[src/rtl/timer_pkg.sv]
// Shared definitions for the pulse capture timer: FSM states, edge-select codes
// and default widths.
package timer_pkg;

  localparam int DEF_WIDTH = 16;
  localparam int DEF_PRE_W = 16;

  localparam logic [1:0] EDGE_NONE = 2'b00;
  localparam logic [1:0] EDGE_RISE = 2'b01;
  localparam logic [1:0] EDGE_FALL = 2'b10;
  localparam logic [1:0] EDGE_BOTH = 2'b11;

  typedef enum logic [1:0] {
    ST_IDLE,
    ST_ARMED,
    ST_MEASURE
  } state_e;

endpackage

[src/rtl/edge_sync_detect.sv]
// Two-flop synchronizer plus previous-value register; emits a one-cycle pulse on
// the edge kinds chosen by edge_sel.
module edge_sync_detect
  import timer_pkg::*;
(
  input  logic       clk,
  input  logic       rst,
  input  logic       sig_in,
  input  logic [1:0] edge_sel,
  output logic       edge_pulse
);

  logic s1_q, s1_d;
  logic s2_q, s2_d;
  logic prev_q, prev_d;
  logic rise_en, fall_en;

  // NOTE: every signal written in always_comb gets a default first, so no path
  // through the block can leave it unassigned and infer a latch.
  always_comb begin
    s1_d    = sig_in;
    s2_d    = s1_q;
    prev_d  = s2_q;
    rise_en = 1'b0;
    fall_en = 1'b0;
    case (edge_sel)
      EDGE_NONE: ;
      EDGE_RISE: rise_en = 1'b1;
      EDGE_FALL: fall_en = 1'b1;
      EDGE_BOTH: begin
        rise_en = 1'b1;
        fall_en = 1'b1;
      end
    endcase
    edge_pulse = (rise_en && s2_q && !prev_q) || (fall_en && !s2_q && prev_q);
  end

  // NOTE: sequential state uses non-blocking assignments so every flop samples
  // the pre-edge values regardless of statement order.
  always_ff @(posedge clk) begin
    if (rst) begin
      s1_q   <= 1'b0;
      s2_q   <= 1'b0;
      prev_q <= 1'b0;
    end else begin
      s1_q   <= s1_d;
      s2_q   <= s2_d;
      prev_q <= prev_d;
    end
  end

endmodule

[src/rtl/pulse_capture_timer.sv]
// Input-capture timer: measures prescaled ticks between selected edges and hands
// each result out through a one-entry valid/ready register with sticky flags.
module pulse_capture_timer
  import timer_pkg::*;
#(
  parameter int WIDTH = DEF_WIDTH,
  parameter int PRE_W = DEF_PRE_W
) (
  input  logic             clk,
  input  logic             rst,
  input  logic             en,
  input  logic             sig_in,
  input  logic [1:0]       edge_sel,
  input  logic [PRE_W-1:0] prescale,
  output logic [WIDTH-1:0] cap_value,
  output logic             cap_ovf,
  output logic             cap_valid,
  input  logic             cap_ready,
  output logic             ovf_flag,
  output logic             miss_flag,
  input  logic             clr_flags
);

  state_e             state_q, state_d;
  logic [PRE_W-1:0]   pre_cnt_q, pre_cnt_d;
  logic [WIDTH-1:0]   cnt_q, cnt_d;
  logic               sat_pend_q, sat_pend_d;
  logic [WIDTH-1:0]   cap_value_q, cap_value_d;
  logic               cap_ovf_q, cap_ovf_d;
  logic               cap_valid_q, cap_valid_d;
  logic               ovf_flag_q, ovf_flag_d;
  logic               miss_flag_q, miss_flag_d;

  logic               edge_pulse;
  logic               tick, cnt_max, sat_now, capture, accept, new_ovf;
  logic [WIDTH-1:0]   cnt_nxt;

  edge_sync_detect u_edge (
    .clk        (clk),
    .rst        (rst),
    .sig_in     (sig_in),
    .edge_sel   (edge_sel),
    .edge_pulse (edge_pulse)
  );

  always_comb begin
    state_d     = state_q;
    pre_cnt_d   = pre_cnt_q;
    cnt_d       = cnt_q;
    sat_pend_d  = sat_pend_q;
    cap_value_d = cap_value_q;
    cap_ovf_d   = cap_ovf_q;
    cap_valid_d = cap_valid_q;
    ovf_flag_d  = ovf_flag_q;
    miss_flag_d = miss_flag_q;
    capture     = 1'b0;

    tick    = (pre_cnt_q == prescale);
    cnt_max = (cnt_q == {WIDTH{1'b1}});
    sat_now = tick && cnt_max;
    cnt_nxt = (tick && !cnt_max) ? cnt_q + WIDTH'(1) : cnt_q;
    new_ovf = sat_pend_q || sat_now;
    accept  = cap_valid_q && cap_ready;

    case (state_q)
      ST_IDLE: begin
        pre_cnt_d  = '0;
        cnt_d      = '0;
        sat_pend_d = 1'b0;
        if (en) state_d = ST_ARMED;
      end
      ST_ARMED: begin
        pre_cnt_d  = '0;
        cnt_d      = '0;
        sat_pend_d = 1'b0;
        if (!en)             state_d = ST_IDLE;
        else if (edge_pulse) state_d = ST_MEASURE;
      end
      ST_MEASURE: begin
        if (!en) begin
          state_d    = ST_IDLE;
          pre_cnt_d  = '0;
          cnt_d      = '0;
          sat_pend_d = 1'b0;
        end else if (edge_pulse) begin
          capture    = 1'b1;
          pre_cnt_d  = '0;
          cnt_d      = '0;
          sat_pend_d = 1'b0;
        end else begin
          cnt_d      = cnt_nxt;
          sat_pend_d = new_ovf;
          pre_cnt_d  = tick ? '0 : pre_cnt_q + PRE_W'(1);
        end
      end
      default: state_d = ST_IDLE;
    endcase

    // Clear first so a same-cycle set overrides it.
    if (clr_flags) begin
      ovf_flag_d  = 1'b0;
      miss_flag_d = 1'b0;
    end

    if (accept) cap_valid_d = 1'b0;

    if (capture) begin
      if (new_ovf) ovf_flag_d = 1'b1;
      if (!cap_valid_q || accept) begin
        cap_value_d = cnt_nxt;
        cap_ovf_d   = new_ovf;
        cap_valid_d = 1'b1;
      end else begin
        miss_flag_d = 1'b1;
      end
    end
  end

  always_ff @(posedge clk) begin
    if (rst) begin
      state_q     <= ST_IDLE;
      pre_cnt_q   <= '0;
      cnt_q       <= '0;
      sat_pend_q  <= 1'b0;
      cap_value_q <= '0;
      cap_ovf_q   <= 1'b0;
      cap_valid_q <= 1'b0;
      ovf_flag_q  <= 1'b0;
      miss_flag_q <= 1'b0;
    end else begin
      state_q     <= state_d;
      pre_cnt_q   <= pre_cnt_d;
      cnt_q       <= cnt_d;
      sat_pend_q  <= sat_pend_d;
      cap_value_q <= cap_value_d;
      cap_ovf_q   <= cap_ovf_d;
      cap_valid_q <= cap_valid_d;
      ovf_flag_q  <= ovf_flag_d;
      miss_flag_q <= miss_flag_d;
    end
  end

  assign cap_value = cap_value_q;
  assign cap_ovf   = cap_ovf_q;
  assign cap_valid = cap_valid_q;
  assign ovf_flag  = ovf_flag_q;
  assign miss_flag = miss_flag_q;

endmodule

[config.mk]
export PLATFORM = sky130hd
export DESIGN_NAME = pulse_capture_timer
export DESIGN_NICKNAME = d
export VERILOG_FILES = /design/src/rtl/timer_pkg.sv /design/src/rtl/edge_sync_detect.sv /design/src/rtl/pulse_capture_timer.sv
export SDC_FILE = /design/constraint.sdc
export NUM_CORES = 1
export LEC_CHECK = 0
export BUFFER_PORTS_ARGS = -buffer_cell sky130_fd_sc_hd__buf_2
export CORE_AREA = 2 2 81 83
export CTS_CLUSTER_DIAMETER = 60
export CTS_CLUSTER_SIZE = 14
export DETAILED_ROUTE_END_ITERATION = 12
export DIE_AREA = 0 0 83 85
export PLACE_DENSITY = 0.85
export SLEW_MARGIN = 20
export SYNTH_ARGS = -nofsm -noshare
export SYNTH_HDL_FRONTEND = slang
export SYNTH_SLANG_ARGS = --single-unit
[constraint.sdc]
create_clock -name clk -period 2 [get_ports clk]
set_input_delay 0.3 -clock clk [delete_from_list [all_inputs] [get_ports clk]]
set_output_delay 0.3 -clock clk [all_outputs]
set_load 0.1 [all_outputs]
* Word-level counts from Yosys, hierarchy flattened
Index checks and enable logic that the tools add are counted.
** Word-level totals
- Register bits :: 58
- Input port bits :: 24
- Output and inout port bits :: 20
- Word-level logic and storage cells :: 75
** Operators by class
- Add/subtract/negate cells :: 2
- Equality and inequality tests :: 10
- Mux-type cells :: 30
- Reduce and logical (&&, ||, !) cells :: 21
** Operators by type and width (number)
- 2-to-1 mux 16 bit :: 6
- case mux 16 bit (2 select lines) :: 2
- adder 16 x 1 -> 16 bit, second input constant :: 2
- equality test 16 bit :: 1
- equality test 16 bit, second input constant :: 1
- 2-to-1 mux 1 bit :: 16
- 2-to-1 mux 2 bit :: 4
- logical AND 1 bit :: 7
- equality test 2 bit, second input constant :: 3
- case mux 2 bit (3 select lines) :: 1
- OR reduction 2 bit :: 3
- equality test 2 x 1 -> 1 bit, second input constant :: 2
- logical NOT 1 bit :: 4
- inequality test 2 bit, second input constant :: 2
- logical OR 1 bit :: 3
- inequality test 3 bit, second input constant :: 1
- AND reduction 3 bit :: 1
- logical NOT 2 bit :: 1
- case mux 1 bit (2 select lines) :: 1
- AND reduction 2 bit :: 1
- nonzero test 2 bit :: 1

* Depth between registers and ports, before layout
Gate-level depths: netlist of the first run.
- Depth in word-level cells :: 10
- Mapped depth :: 7

* Hierarchy
Synthesis of the first run repeated with hierarchy kept, for this count alone.
** Second synthesis, totals
- Cells, all modules :: 369
- Area total of the unflattened synthesis :: 3047.9 um^2
** Modules (own cells, without submodules)
- pulse_capture_timer :: instances 1, cells an instance 360, area an instance 2949.1 um^2
- edge_sync_detect :: instances 1, cells an instance 9, area an instance 98.8 um^2

* Least setup slack after synthesis of the first run
No wires, ideal clock.
- Path type :: register to register
- Start :: register cap_valid_q (netlist: cap_valid)
- End :: register cap_value_q[11] (netlist: cap_value[11])
- Arrival :: 1.820 ns
- Required time :: 1.909 ns
- Slack :: 0.089 ns
- Cell stages (with the launch flop) :: 5
- Path buffers :: 1
- Period minus slack after synthesis :: 1.911 ns
- Path through :: dfxtp_1 a221oi_2 dlymetal6s2s_1 nor2_1 a311oi_1
** Between the ends
- Longest elaborated chain between the ends :: 3
- Elaborated cells between the ends (all ways) :: 4
- Those cells by class :: 4 x reduce/logical
** RTL lines
- start: declaration :: RTL line pulse_capture_timer.sv:30 : logic cap_valid_q, cap_valid_d;
- start signal: assignment :: RTL line pulse_capture_timer.sv:137 : cap_valid_q <= cap_valid_d;
- logical NOT 1 bit / logical AND 1 bit (equally long branches) :: RTL line pulse_capture_timer.sv:109, pulse_capture_timer.sv:63
- logical OR 1 bit * :: RTL line pulse_capture_timer.sv:109 : if (!cap_valid_q || accept) begin
- AND reduction 2 bit (no line) *
- end signal: assignment :: RTL line pulse_capture_timer.sv:135 : cap_value_q <= cap_value_d;
- end: declaration :: RTL line pulse_capture_timer.sv:28 : logic [WIDTH-1:0] cap_value_q, cap_value_d;
Every way passes the cells marked *; elsewhere a longest branch is shown, timed or not.
A chain may end at the register's enable or synchronous reset.

* Worst setup path in the final report of the first run
- Start :: register pre_cnt_q[9]
- End :: register cap_value_q[3] (netlist: cap_value[3])
** Between the ends
- Longest elaborated chain between the ends :: 3
** RTL lines
- start: declaration :: RTL line pulse_capture_timer.sv:25 : logic [PRE_W-1:0] pre_cnt_q, pre_cnt_d;
- start signal: assignment :: RTL line pulse_capture_timer.sv:132 : pre_cnt_q <= pre_cnt_d;
- equality test 16 bit :: RTL line pulse_capture_timer.sv:58 : tick = (pre_cnt_q == prescale);
- logical AND 1 bit :: RTL line pulse_capture_timer.sv:61 : cnt_nxt = (tick && !cnt_max) ? cnt_q + WIDTH'(1) : cnt_q;
- 2-to-1 mux 16 bit :: RTL line pulse_capture_timer.sv:61
No other way between the ends.

==> metrics.yaml, run 1 <==
detail_route.drc_violations: 0
overflow: 0
worstRegToRegCells: 7
worst_pin_slew_ns: 0.4954
p_clk_share_pct: 46.4
report.power.total_uw: 2319
critical_path_peak_fanout: 6
async_reset_ff_share_pct: 0
hold_path_class: "input pin to flop"
placedCellCount: 501
internal_power_uw: 1817
dp_hpwl_um: 5471
critical_path.cell_chain: "xor2_1 > nor4_2 > buf_4 > nand4_4 > buf_6 > or4_4 > a311oi_2"
buffer_ports.inserted: 43
max_cap_violations: 0
chipHeight_um: 85
gp_congestion: 0.8961
routed_wire_length_per_instance_um: 16.47
crit_path_end_kind: "flop"
die_x_um: 83
via_count_of_the_first_global_routing_pass: 2994
worstPathRequired_ns: 2.26
sw_frac_of_total_pct: 21.63
multi_input_comb_area_sq_um: 1897
layout.cells.non_filler: 527
seq_power_share_pct: 50.0
yosys_most_used_dff: "dfxtp_1"
failed_checks: "setup timing"
standard_cell_core_area_sq_um: 6205
synth_enable_flop_cells: 0
post_drt_via_cell_ratio: 6.169
grt_antenna_before_repair: 0
synth-warning-count: 0
detail_route.first_pass.iterations: 7
netSwitchingPower_uw: 501.5
cp-start-kind: "flop"
cp_data_arrival_time_ns: 2.31
layout_setup_ws_ns: -0.05177
layout.cells.most_common: "dfxtp_1"
cts_root_buffer: "clkbuf_8"
starting_density_of_the_core_pct: 49.75
post_synthesis_net_count: 390
timing.hold.worst_path_depth: 2
crit_slowest_cell: "or4_4"
sequential_standard_cell_area_sq_um: 1174
htree_num_levels: 3
placementRows: 29
grt_max_degree: 41
layout_min_cycle_time_ns: 2.052
grt_setup_unrepaired: "true"
clk_pin_slew_ns: 0.07
synthToLayoutAreaGrowth_pct: 31.54
gr-usage-all-layers_pct: 23.63
post_cts_hold_buffer_count: 0
setup_total_negative_slack_ns: -0.1415
critical_path_class: "flop to flop"
layout_worst_path_cycle_share_pct: 102.6
antenna_cells: 0
finalHoldWorstSlack_ns: 0.1585
timing.final.setup_violations: 7
wire_length_of_the_first_global_routing_pass_um: 13790
synth-seq-cells: 58
timing.hold.worst_endpoint: "ovf_flag$_SDFF_PP0_"
fill_cells: 463
outcome: "finished with violations"
worstSkewPairLatency_ns: 0.35
fmax_mhz: 487.4
mostFrequentLayoutCells: "dfxtp_1 (50), buf_4 (45), buf_2 (44), o21ai_0 (25)"
routed_antenna_nets: 0
cellPowerDensity_nw_per_um2: 571.1
routed_wl_um: 8681
pin_count: 44
netlist_instances: 364
r2r_setup_slack_ns: -0.05
critical_path.top_delay_family: "simple AND/OR/NAND/NOR gates"
vias: 3251
ir_drop_mv: 0.4838
syn-cell-area_sq_um: 3087
tritoncts.num_buffers: 9
synth.yosys.seq_area_share_pct: 37.62
maxSlewHeadroom_pct: 66.68
min_from: "clr_flags"
power_leakage_uw: 0.001539
cts.path.max_buffers: 2
synthesis.area_per_instance_sq_um: 8.480
r2r_start: "pre_cnt_q[9]$_SDFFE_PP0P_"
floorplan.die_area_sq_um: 7055
dr.first_iter.drc_count: 286
r2r_end: "cap_value[3]$_SDFFE_PP0P_"
total_cell_area_at_the_placement_stage_sq_um: 3623
final_number_of_max_transition_violations: 0
ys_types: 47
cts_tree: "built"
timing.clock.skew_ns: 0.01301
cpPeakStageDelay_ns: 0.53
finalNetCount: 473
hold_violations: 0
power.share.combinational_pct: 3.5
post_route_cells_drive_above_1_share_pct: 31.56
worstPathBufferInverterCount: 2
cts_num_sinks: 58
fin_area_sq_um: 4060
[registers in the layout (all words and copies together) (netlist names), 2 cells and up]
register	flops
cap_value	16
cnt_q	16
pre_cnt_q	16
state_q	2
[how the worst max path moves through the flow]
| stage | from | endpoint | slack (ns) | depth (start not counted) |
|---|---|---|---|---|
| CTS | pre_cnt_q[5]$_SDFFE_PP0P_ | cap_value[11]$_SDFFE_PP0P_ | 0.00007 | 8 |
| global placement | prescale[3] | cap_value[2]$_SDFFE_PP0P_ | -0.07 | 8 |
| finish | pre_cnt_q[9]$_SDFFE_PP0P_ | cap_value[3]$_SDFFE_PP0P_ | -0.05 | 7 |
| global route | pre_cnt_q[12]$_SDFFE_PP0P_ | cap_value[3]$_SDFFE_PP0P_ | -0.13 | 7 |
| floorplan | cap_valid$_SDFF_PP0_ | cap_value[11]$_SDFFE_PP0P_ | 0.09 | 4 |
| detailed placement | prescale[3] | cap_value[2]$_SDFFE_PP0P_ | -0.15 | 8 |
[synth_stat cells (4+ instances only)]
cell       instances  share of area [%]
and3_1             7                1.4
buf_2              7                1.1
xnor2_1            9                2.6
or3_1             10                2.0
nand3b_1           5                1.2
a2bb2oi_1          7                2.0
clkbuf_1          14                1.7
a21oi_1            6               0.97
nand3_1            9                1.5
nor2b_1            4               0.81
inv_1              9                1.1
nand4_1            9                1.8
a311oi_1          13                3.7
xor2_1            21                6.0
nand2_1           22                2.7
a31oi_1           11                2.2
nor3_1            27                4.4
dfxtp_1           58                 38
o211ai_1           7                1.7
and4_1             5                1.4
o21ai_0           27                4.4
nor4_2             4                1.6
and2_1            13                2.6
o2111ai_1          4                1.1
nor2_1            24                2.9
[power by group through the flow]
stage                     sequential [uW]  clock (uW)  combinational (uW)
after floorplan                      1190           0                39.2
after global placement               1190           0                70.9
after detailed placement             1190           0                73.2
after CTS                            1160        1090                77.9
after global routing                 1160        1140                88.6
final                                1160        1080                82.3
[layer usage]
layer,vias to the layer above,global-route usage [%],wire length (um)
met5,-,0,0
met2,172,38.34,4268
met3,31,6.518,673
met1,1527,29.96,3511
li1,1521,-,-
met4,0,9.389,228
[per-stage QoR]
stage / util, % / setup WS [ns]
2_1_floorplan: - / 0.08853
3_3_place_gp: 58.40 / -0.07138
3_5_place_dp: 58.40 / -0.1537
4_1_cts: 62.47 / 0.00006883
5_1_grt: 65.44 / -0.1343
6_report: 65.44 / -0.05177
[cells by family after synthesis]
group / after synthesis / share of synthesized area, %
muxes: 1 / 0.3243
DFF: 58 / 37.62
adders and majority gates: 2 / 0.8106
buffers and inverters: 33 / 4.945
AOI/OAI and AO/OA: 92 / 20.84
and+or+nand+nor: 148 / 26.96
xor gates and xnor gates: 30 / 8.513
[area by class of cell]
type                    instances  area share, %
well taps                      77          2.373
inverters                       9         0.8321
repair buffers                 96          16.46
flip-flops and latches         58          28.91
clock buffers                  11          3.729
multi-input cells             273          46.72
clock inverters                 3         0.9861
[repair_timing]
| item | in CTS | in global routing |
|---|---|---|
| gates cloned | 1 | 2 |
| pin swaps | 8 | 17 |
| buffers inserted | 5 | 4 |
| endpoints found under the setup margin | 12 | 35 |
| resized for setup | 5 | 33 |
Note: power is estimated with default switching activity, not from simulation.
==> run 2, diff against run 1 <==
==> constraint.sdc (replaced) <==
create_clock -name clk -period 1.87 [get_ports clk]
set_input_delay 0.2805 -clock clk [delete_from_list [all_inputs] [get_ports clk]]
set_output_delay 0.2805 -clock clk [all_outputs]
set_load 0.1 [all_outputs]
==> metrics.yaml, run 2 (same netlist as run 1, synthesis figures left out) <==
outcome: "finished with violations"
failed_checks: "setup timing"
layout_min_cycle_time_ns: 2.077  # +0.02523 ns
post_cts_hold_buffer_count: 0  # unchanged
finalNetCount: 484  # +2.3%
worstSkewPairLatency_ns: 0.36  # about the same
mostFrequentLayoutCells: "buf_4 (54), dfxtp_1 (51), buf_2 (43), nor2_1 (23), nand2_1 (22)"
detail_route.drc_violations: 0  # unchanged
critical_path_class: "flop to flop"
layout_worst_path_cycle_share_pct: 111.1  # +8.5 points
floorplan.die_area_sq_um: 7055  # unchanged
fin_area_sq_um: 4374  # +7.7%
timing.clock.skew_ns: 0.009758  # -0.003250 ns
wire_length_of_the_first_global_routing_pass_um: 15660  # +14%
total_cell_area_at_the_placement_stage_sq_um: 3709  # +2.3%
cts_root_buffer: "clkbuf_8"
final_core_utilization_pct: 70.50  # +5.1 points
placement.setup.worst_slack_ns: -0.2655  # -0.1118 ns
grt_util_met1_pct: 32.42  # +2.5 points
power_leakage_uw: 0.001740  # +13%
p_clk_share_pct: 46.4  # about the same
max_cap_violations: 0  # unchanged
placementRows: 29  # unchanged
routed_wire_length_per_instance_um: 18.64  # +13%
antenna_cells: 0  # unchanged
grt_antenna_before_repair: 0  # unchanged
fmax_mhz: 481.5  # -1.2%
gp_congestion: 0.9416  # +5.1%
critical_path_peak_fanout: 8  # +2
standard_cell_core_area_sq_um: 6205  # unchanged
detail_route.first_pass.iterations: 6  # -1
hold_violations: 0  # unchanged
top_usage_layer: "met2"
grt_setup_unrepaired: "true"
layout_setup_ws_ns: -0.2070  # -0.1552 ns
post_route_cells_drive_above_1_share_pct: 38.23  # +6.7 points
post_drt_via_cell_ratio: 6.489  # +5.2%
final_number_of_max_transition_violations: 0  # unchanged
maxSlewHeadroom_pct: 67.23  # +0.55 points
cts_num_sinks: 58  # unchanged
cellPowerDensity_nw_per_um2: 570.4  # -0.12%
overflow: 0  # unchanged
chipHeight_um: 85  # unchanged
die_x_um: 83  # unchanged
cp-start-kind: "flop"
worstPathRequired_ns: 2.10  # -0.16 ns
clk_pin_slew_ns: 0.07  # about the same
hold_path_class: "input pin to flop"
cts.path.max_buffers: 2  # unchanged
seq_power_share_pct: 49.8  # -0.2 points
pin_count: 44  # unchanged
synthToLayoutAreaGrowth_pct: 41.71
layout.cells.non_filler: 540  # +2.5%
cp_data_arrival_time_ns: 2.31  # about the same
worst_pin_slew_ns: 0.4950  # -0.0004650 ns
dr.first_iter.drc_count: 435  # +52%
via_count_of_the_first_global_routing_pass: 3361  # +12%
routed_antenna_nets: 0  # unchanged
ir_drop_mv: 0.6754  # +40%
cts_tree: "built"
netSwitchingPower_uw: 605.7  # +21%
crit_path_end_kind: "flop"
starting_density_of_the_core_pct: 49.75  # unchanged
grt_use_met3_pct: 5.837  # -0.68 points
htree_num_levels: 3  # unchanged
gr-usage-all-layers_pct: 27.20  # +3.6 points
grt_max_degree: 26  # -37%
layout.cells.most_common: "buf_4"
fill_cells: 438  # -5.4%
buffer_ports.inserted: 43  # unchanged
multi_input_comb_area_sq_um: 2088  # +10%
routed_wl_um: 10070  # +16%
sw_frac_of_total_pct: 24.28  # +2.6 points
grt_use_met2_pct: 47.51  # +9.2 points
tritoncts.num_buffers: 9  # unchanged
dp_hpwl_um: 5886  # +7.6%
report.power.total_uw: 2495  # +7.6%
internal_power_uw: 1889  # +4.0%
power.share.combinational_pct: 3.8  # +0.3 points
placedCellCount: 514  # +2.6%
sequential_standard_cell_area_sq_um: 1170  # -0.32%
vias: 3504  # +7.8%
timing.final.setup_violations: 39  # +32
run 2: stage by stage:
stage / hold slack (ns) / TNS [ns]
floorplan: 0.3795 / 0
global placement: 0.4372 / -2.282
detailed placement: 0.4488 / -3.488
CTS: 0.1189 / -3.745
global route: 0.1341 / -7.274
finish: 0.1255 / -4.693
run 2: final timing paths:
| check | cells after the start | start | slack (ns) | end |
|---|---|---|---|---|
| worst min register to register | 1 | u_edge.s1_q$_SDFF_PP0_ | 0.45 | u_edge.prev_d$_SDFF_PP0_ |
| worst max register to register | 9 | pre_cnt_q[1]$_SDFFE_PP0P_ | -0.21 | cap_value[3]$_SDFFE_PP0P_ |
| worst max-delay path | 9 | pre_cnt_q[1]$_SDFFE_PP0P_ | -0.21 | cap_value[3]$_SDFFE_PP0P_ |
| worst min-delay path | 2 | clr_flags | 0.13 | ovf_flag$_SDFF_PP0_ |
run 2: final cells by class:
cell class / count / area share (%)
tap: 77 / 2.203
multi-input combinational: 273 / 47.74
inverter: 9 / 0.7723
sequential: 58 / 26.74
clock buffer: 9 / 2.832
clock inverter: 7 / 1.602
timing repair buffer: 107 / 18.11
run 2: power groups by stage:
stage                     registers (uW)  clock network [uW]  logic [uW]
after CTS                           1240                1160        88.5
after detailed placement            1270                   0        81.7
after global routing                1240                1220         102
after floorplan                     1270                   0        42.7
final                               1240                1160        95.7
after global placement              1270                   0        78.9
run 2: layer usage:
layer  vias to the layer above  part of all wire, %
li1                       1553                    -
met1                      1656                   39
met2                       253                   50
met3                        42                  8.8
met4                         0                  2.9
met5                         -                    0
run 2: critical path, cell delays in order, from the launching register on:
cell and delay [ns]:
dfxtp_1 0.34, xor2_1 0.18, nor4_2 0.25, buf_4 0.17, nand4_4 0.14, buf_6 0.18, buf_6 0.11, buf_4 0.17
o31ai_1 0.29, a311oi_1 0.13
run 2: what timing repair did:
action / 4_1_cts / 5_1_grt
gates resized for setup: 47 / 44
endpoints found under the setup margin: 32 / 47
pin swaps: 28 / 14
gates cloned: 2 / 1
setup buffers: 5 / 2
==> run 3, diff against run 2 <==
--- a/config.mk
+++ b/config.mk
@@ -6,12 +6,14 @@
 export NUM_CORES = 1
 export LEC_CHECK = 0
 export BUFFER_PORTS_ARGS = -buffer_cell sky130_fd_sc_hd__buf_2
-export CORE_AREA = 2 2 81 83
+export CELL_PAD_IN_SITES_DETAIL_PLACEMENT = 1
+export CELL_PAD_IN_SITES_GLOBAL_PLACEMENT = 1
+export CORE_AREA = 2 2 92 94
 export CTS_CLUSTER_DIAMETER = 60
 export CTS_CLUSTER_SIZE = 14
 export DETAILED_ROUTE_END_ITERATION = 12
-export DIE_AREA = 0 0 83 85
-export PLACE_DENSITY = 0.85
+export DIE_AREA = 0 0 94 96
+export PLACE_DENSITY = 0.86
 export SLEW_MARGIN = 20
 export SYNTH_ARGS = -nofsm -noshare
 export SYNTH_HDL_FRONTEND = slang
==> constraint.sdc (replaced) <==
create_clock -name clk -period 1.87 [get_ports clk]
set_input_delay 0.0935 -clock clk [delete_from_list [all_inputs] [get_ports clk]]
set_output_delay 0.0935 -clock clk [all_outputs]
set_load 0.1 [all_outputs]
==> metrics.yaml, run 3 (same netlist as run 1, synthesis figures left out) <==
crit_slowest_cell: "dfxtp_1"
layout_setup_ws_ns: -0.4290  # -0.2220 ns
grt_antenna_before_repair: 0  # unchanged
routed_wl_um: 13820  # +37%
timing.hold.worst_path_depth: 2  # unchanged
layout_worst_path_cycle_share_pct: 122.9  # +12 points
timing.clock.skew_ns: 0.01357  # +0.003807 ns
cpPeakStageDelay_ns: 0.37  # +0.03 ns
final_number_of_max_transition_violations: 0  # unchanged
post_drt_via_cell_ratio: 6.157  # -5.1%
outcome: "finished with violations"
overflow: 0  # unchanged
critical_path.cell_chain: "xor2_1 > nor4_2 > buf_4 > nand4_4 > bufbuf_16 > or3_1 > a311oi_1"
ir_drop_mv: 0.3116  # -54%
worstPathRequired_ns: 2.11  # about the same
internal_power_uw: 2062  # +9.1%
floorplan.die_area_sq_um: 9024  # +28%
clk_pin_slew_ns: 0.08  # about the same
chipHeight_um: 96  # +13%
routed_wire_length_per_instance_um: 24.11  # +29%
p_clk_share_pct: 50.4  # +4.0 points
max_cap_violations: 0  # unchanged
worstSkewPairLatency_ns: 0.36  # about the same
cellPowerDensity_nw_per_um2: 594.3  # +4.2%
antenna_cells: 0  # unchanged
via_count_of_the_first_global_routing_pass: 3674  # +9.3%
finalHoldWorstSlack_ns: 0.01391  # -0.1116 ns
grt_setup_unrepaired: "true"
cts_root_buffer: "clkbuf_8"
cp-start-kind: "flop"
post_route_cells_drive_above_1_share_pct: 38.89  # +0.66 points
layout_min_cycle_time_ns: 2.299  # +0.2220 ns
gr-usage-all-layers_pct: 27.87  # +0.67 points
wire_length_of_the_first_global_routing_pass_um: 19310  # +23%
dp_hpwl_um: 6993  # +19%
critical_path_peak_fanout: 5  # -3
gp_congestion: 0.8483  # -9.9%
power.share.combinational_pct: 3.8  # about the same
detail_route.drc_violations: 0  # unchanged
critical_path_class: "flop to flop"
cp_data_arrival_time_ns: 2.54  # +0.23 ns
buffer_ports.inserted: 43  # unchanged
standard_cell_core_area_sq_um: 8051  # +30%
crit_path_end_kind: "flop"
tritoncts.num_buffers: 9  # unchanged
cts_tree: "built"
htree_num_levels: 3  # unchanged
worstRegToRegCells: 7  # -2
final_core_utilization_pct: 56.52  # -14 points
seq_power_share_pct: 45.8  # -4.0 points
synthToLayoutAreaGrowth_pct: 47.43
hold_violations: 0  # unchanged
netSwitchingPower_uw: 642.3  # +6.0%
hold_path_class: "input pin to flop"
die_x_um: 94  # +13%
cts.path.max_buffers: 2  # unchanged
mostFrequentLayoutCells: "buf_4 (55), dfxtp_1 (53), buf_2 (43), nor2_1 (23), nand2_1 (21)"
setup_total_negative_slack_ns: -11.04  # -6.349 ns
sw_frac_of_total_pct: 23.75  # -0.53 points
maxSlewHeadroom_pct: 63.21  # -4.0 points
pin_count: 44  # unchanged
grt_max_degree: 26  # unchanged
layout.cells.most_common: "buf_4"
fmax_mhz: 435.0  # -9.7%
cts_num_sinks: 58  # unchanged
vias: 3528  # +0.68%
starting_density_of_the_core_pct: 38.34  # -11 points
failed_checks: "setup timing"
fill_cells: 941  # +110%
placementRows: 33  # +14%
power_leakage_uw: 0.001808  # +3.9%
finalNetCount: 489  # +1.0%
timing.final.setup_violations: 49  # +26%
detail_route.first_pass.iterations: 5  # -1
dr.first_iter.drc_count: 309  # -29%
routed_antenna_nets: 0  # unchanged
worst_pin_slew_ns: 0.5494  # +0.05443 ns
-- run 3: final timing paths --
| kind | slack [ns] | endpoint | start |
|---|---|---|---|
| hold reg to reg | 0.44 | u_edge.prev_d$_SDFF_PP0_ | u_edge.s1_q$_SDFF_PP0_ |
| setup / recovery | -0.43 | cap_value[13]$_SDFFE_PP0P_ | pre_cnt_q[6]$_SDFFE_PP0P_ |
| hold / removal | 0.01 | state_q[1]$_SDFFE_PP0P_ | en |
| setup reg to reg | -0.43 | cap_value[13]$_SDFFE_PP0P_ | pre_cnt_q[6]$_SDFFE_PP0P_ |
-- run 3: metrics by stage --
stage,cells,setup slack (ns),instance area (sq um),total power [uW]
3_5_place_dp,541,-0.2844,3761,1356
3_3_place_gp,541,-0.1630,3761,1352
2_1_floorplan,364,0.005128,3104,1313
5_1_grt,573,-0.4839,4551,2752
4_1_cts,571,-0.1544,4273,2677
6_report,573,-0.4290,4551,2704
-- run 3: final cells by class --
cell class                      count  area [sq um]  share of cell area [%]
Multi-Input combinational cell    273          2107                   46.30
Sequential cell                    58          1170                   25.71
Timing Repair Buffer              112         889.6                   19.55
Clock buffer                       11         141.4                   3.107
Tap cell                          105         131.4                   2.887
Clock inverter                      5         77.57                   1.705
Inverter                            9         33.78                  0.7424
-- run 3: routing by layer --
layer  wire (um)  vias up  GRT usage [%]
li1            -     1562              -
met1        5468     1721          31.63
met2        6970      182          49.46
met3         721       63          5.168
met4         656        0          15.34
met5           0        -              0
-- run 3: worst max-delay path, delay by kind of cell (launching register included) --
kind | cells | cell delay, ns
and+or+nand+nor | 3 | 0.81
buffers and inverters | 2 | 0.51
DFF | 1 | 0.37
xor gates and xnor gates | 1 | 0.20
AOI/OAI and AO/OA | 1 | 0.30
-- run 3: power groups by stage --
stage	sequential (uW)	combinational (uW)	clock [uW]
floorplan	1270	42.7	0
global placement	1270	82.5	0
detailed placement	1270	86.1	0
CTS	1240	95.8	1340
global route	1240	108	1400
finish	1240	102	1360
-- run 3: repair_timing --
| action | in CTS | in global routing |
|---|---|---|
| resized for setup | 33 | 58 |
| hold endpoints to repair | 2 | 0 |
| setup endpoints to repair | 42 | 48 |
| setup buffers | 8 | 2 |
| hold buffers | 2 | 0 |
| gates cloned | 4 | 0 |
| pin swaps | 29 | 20 |
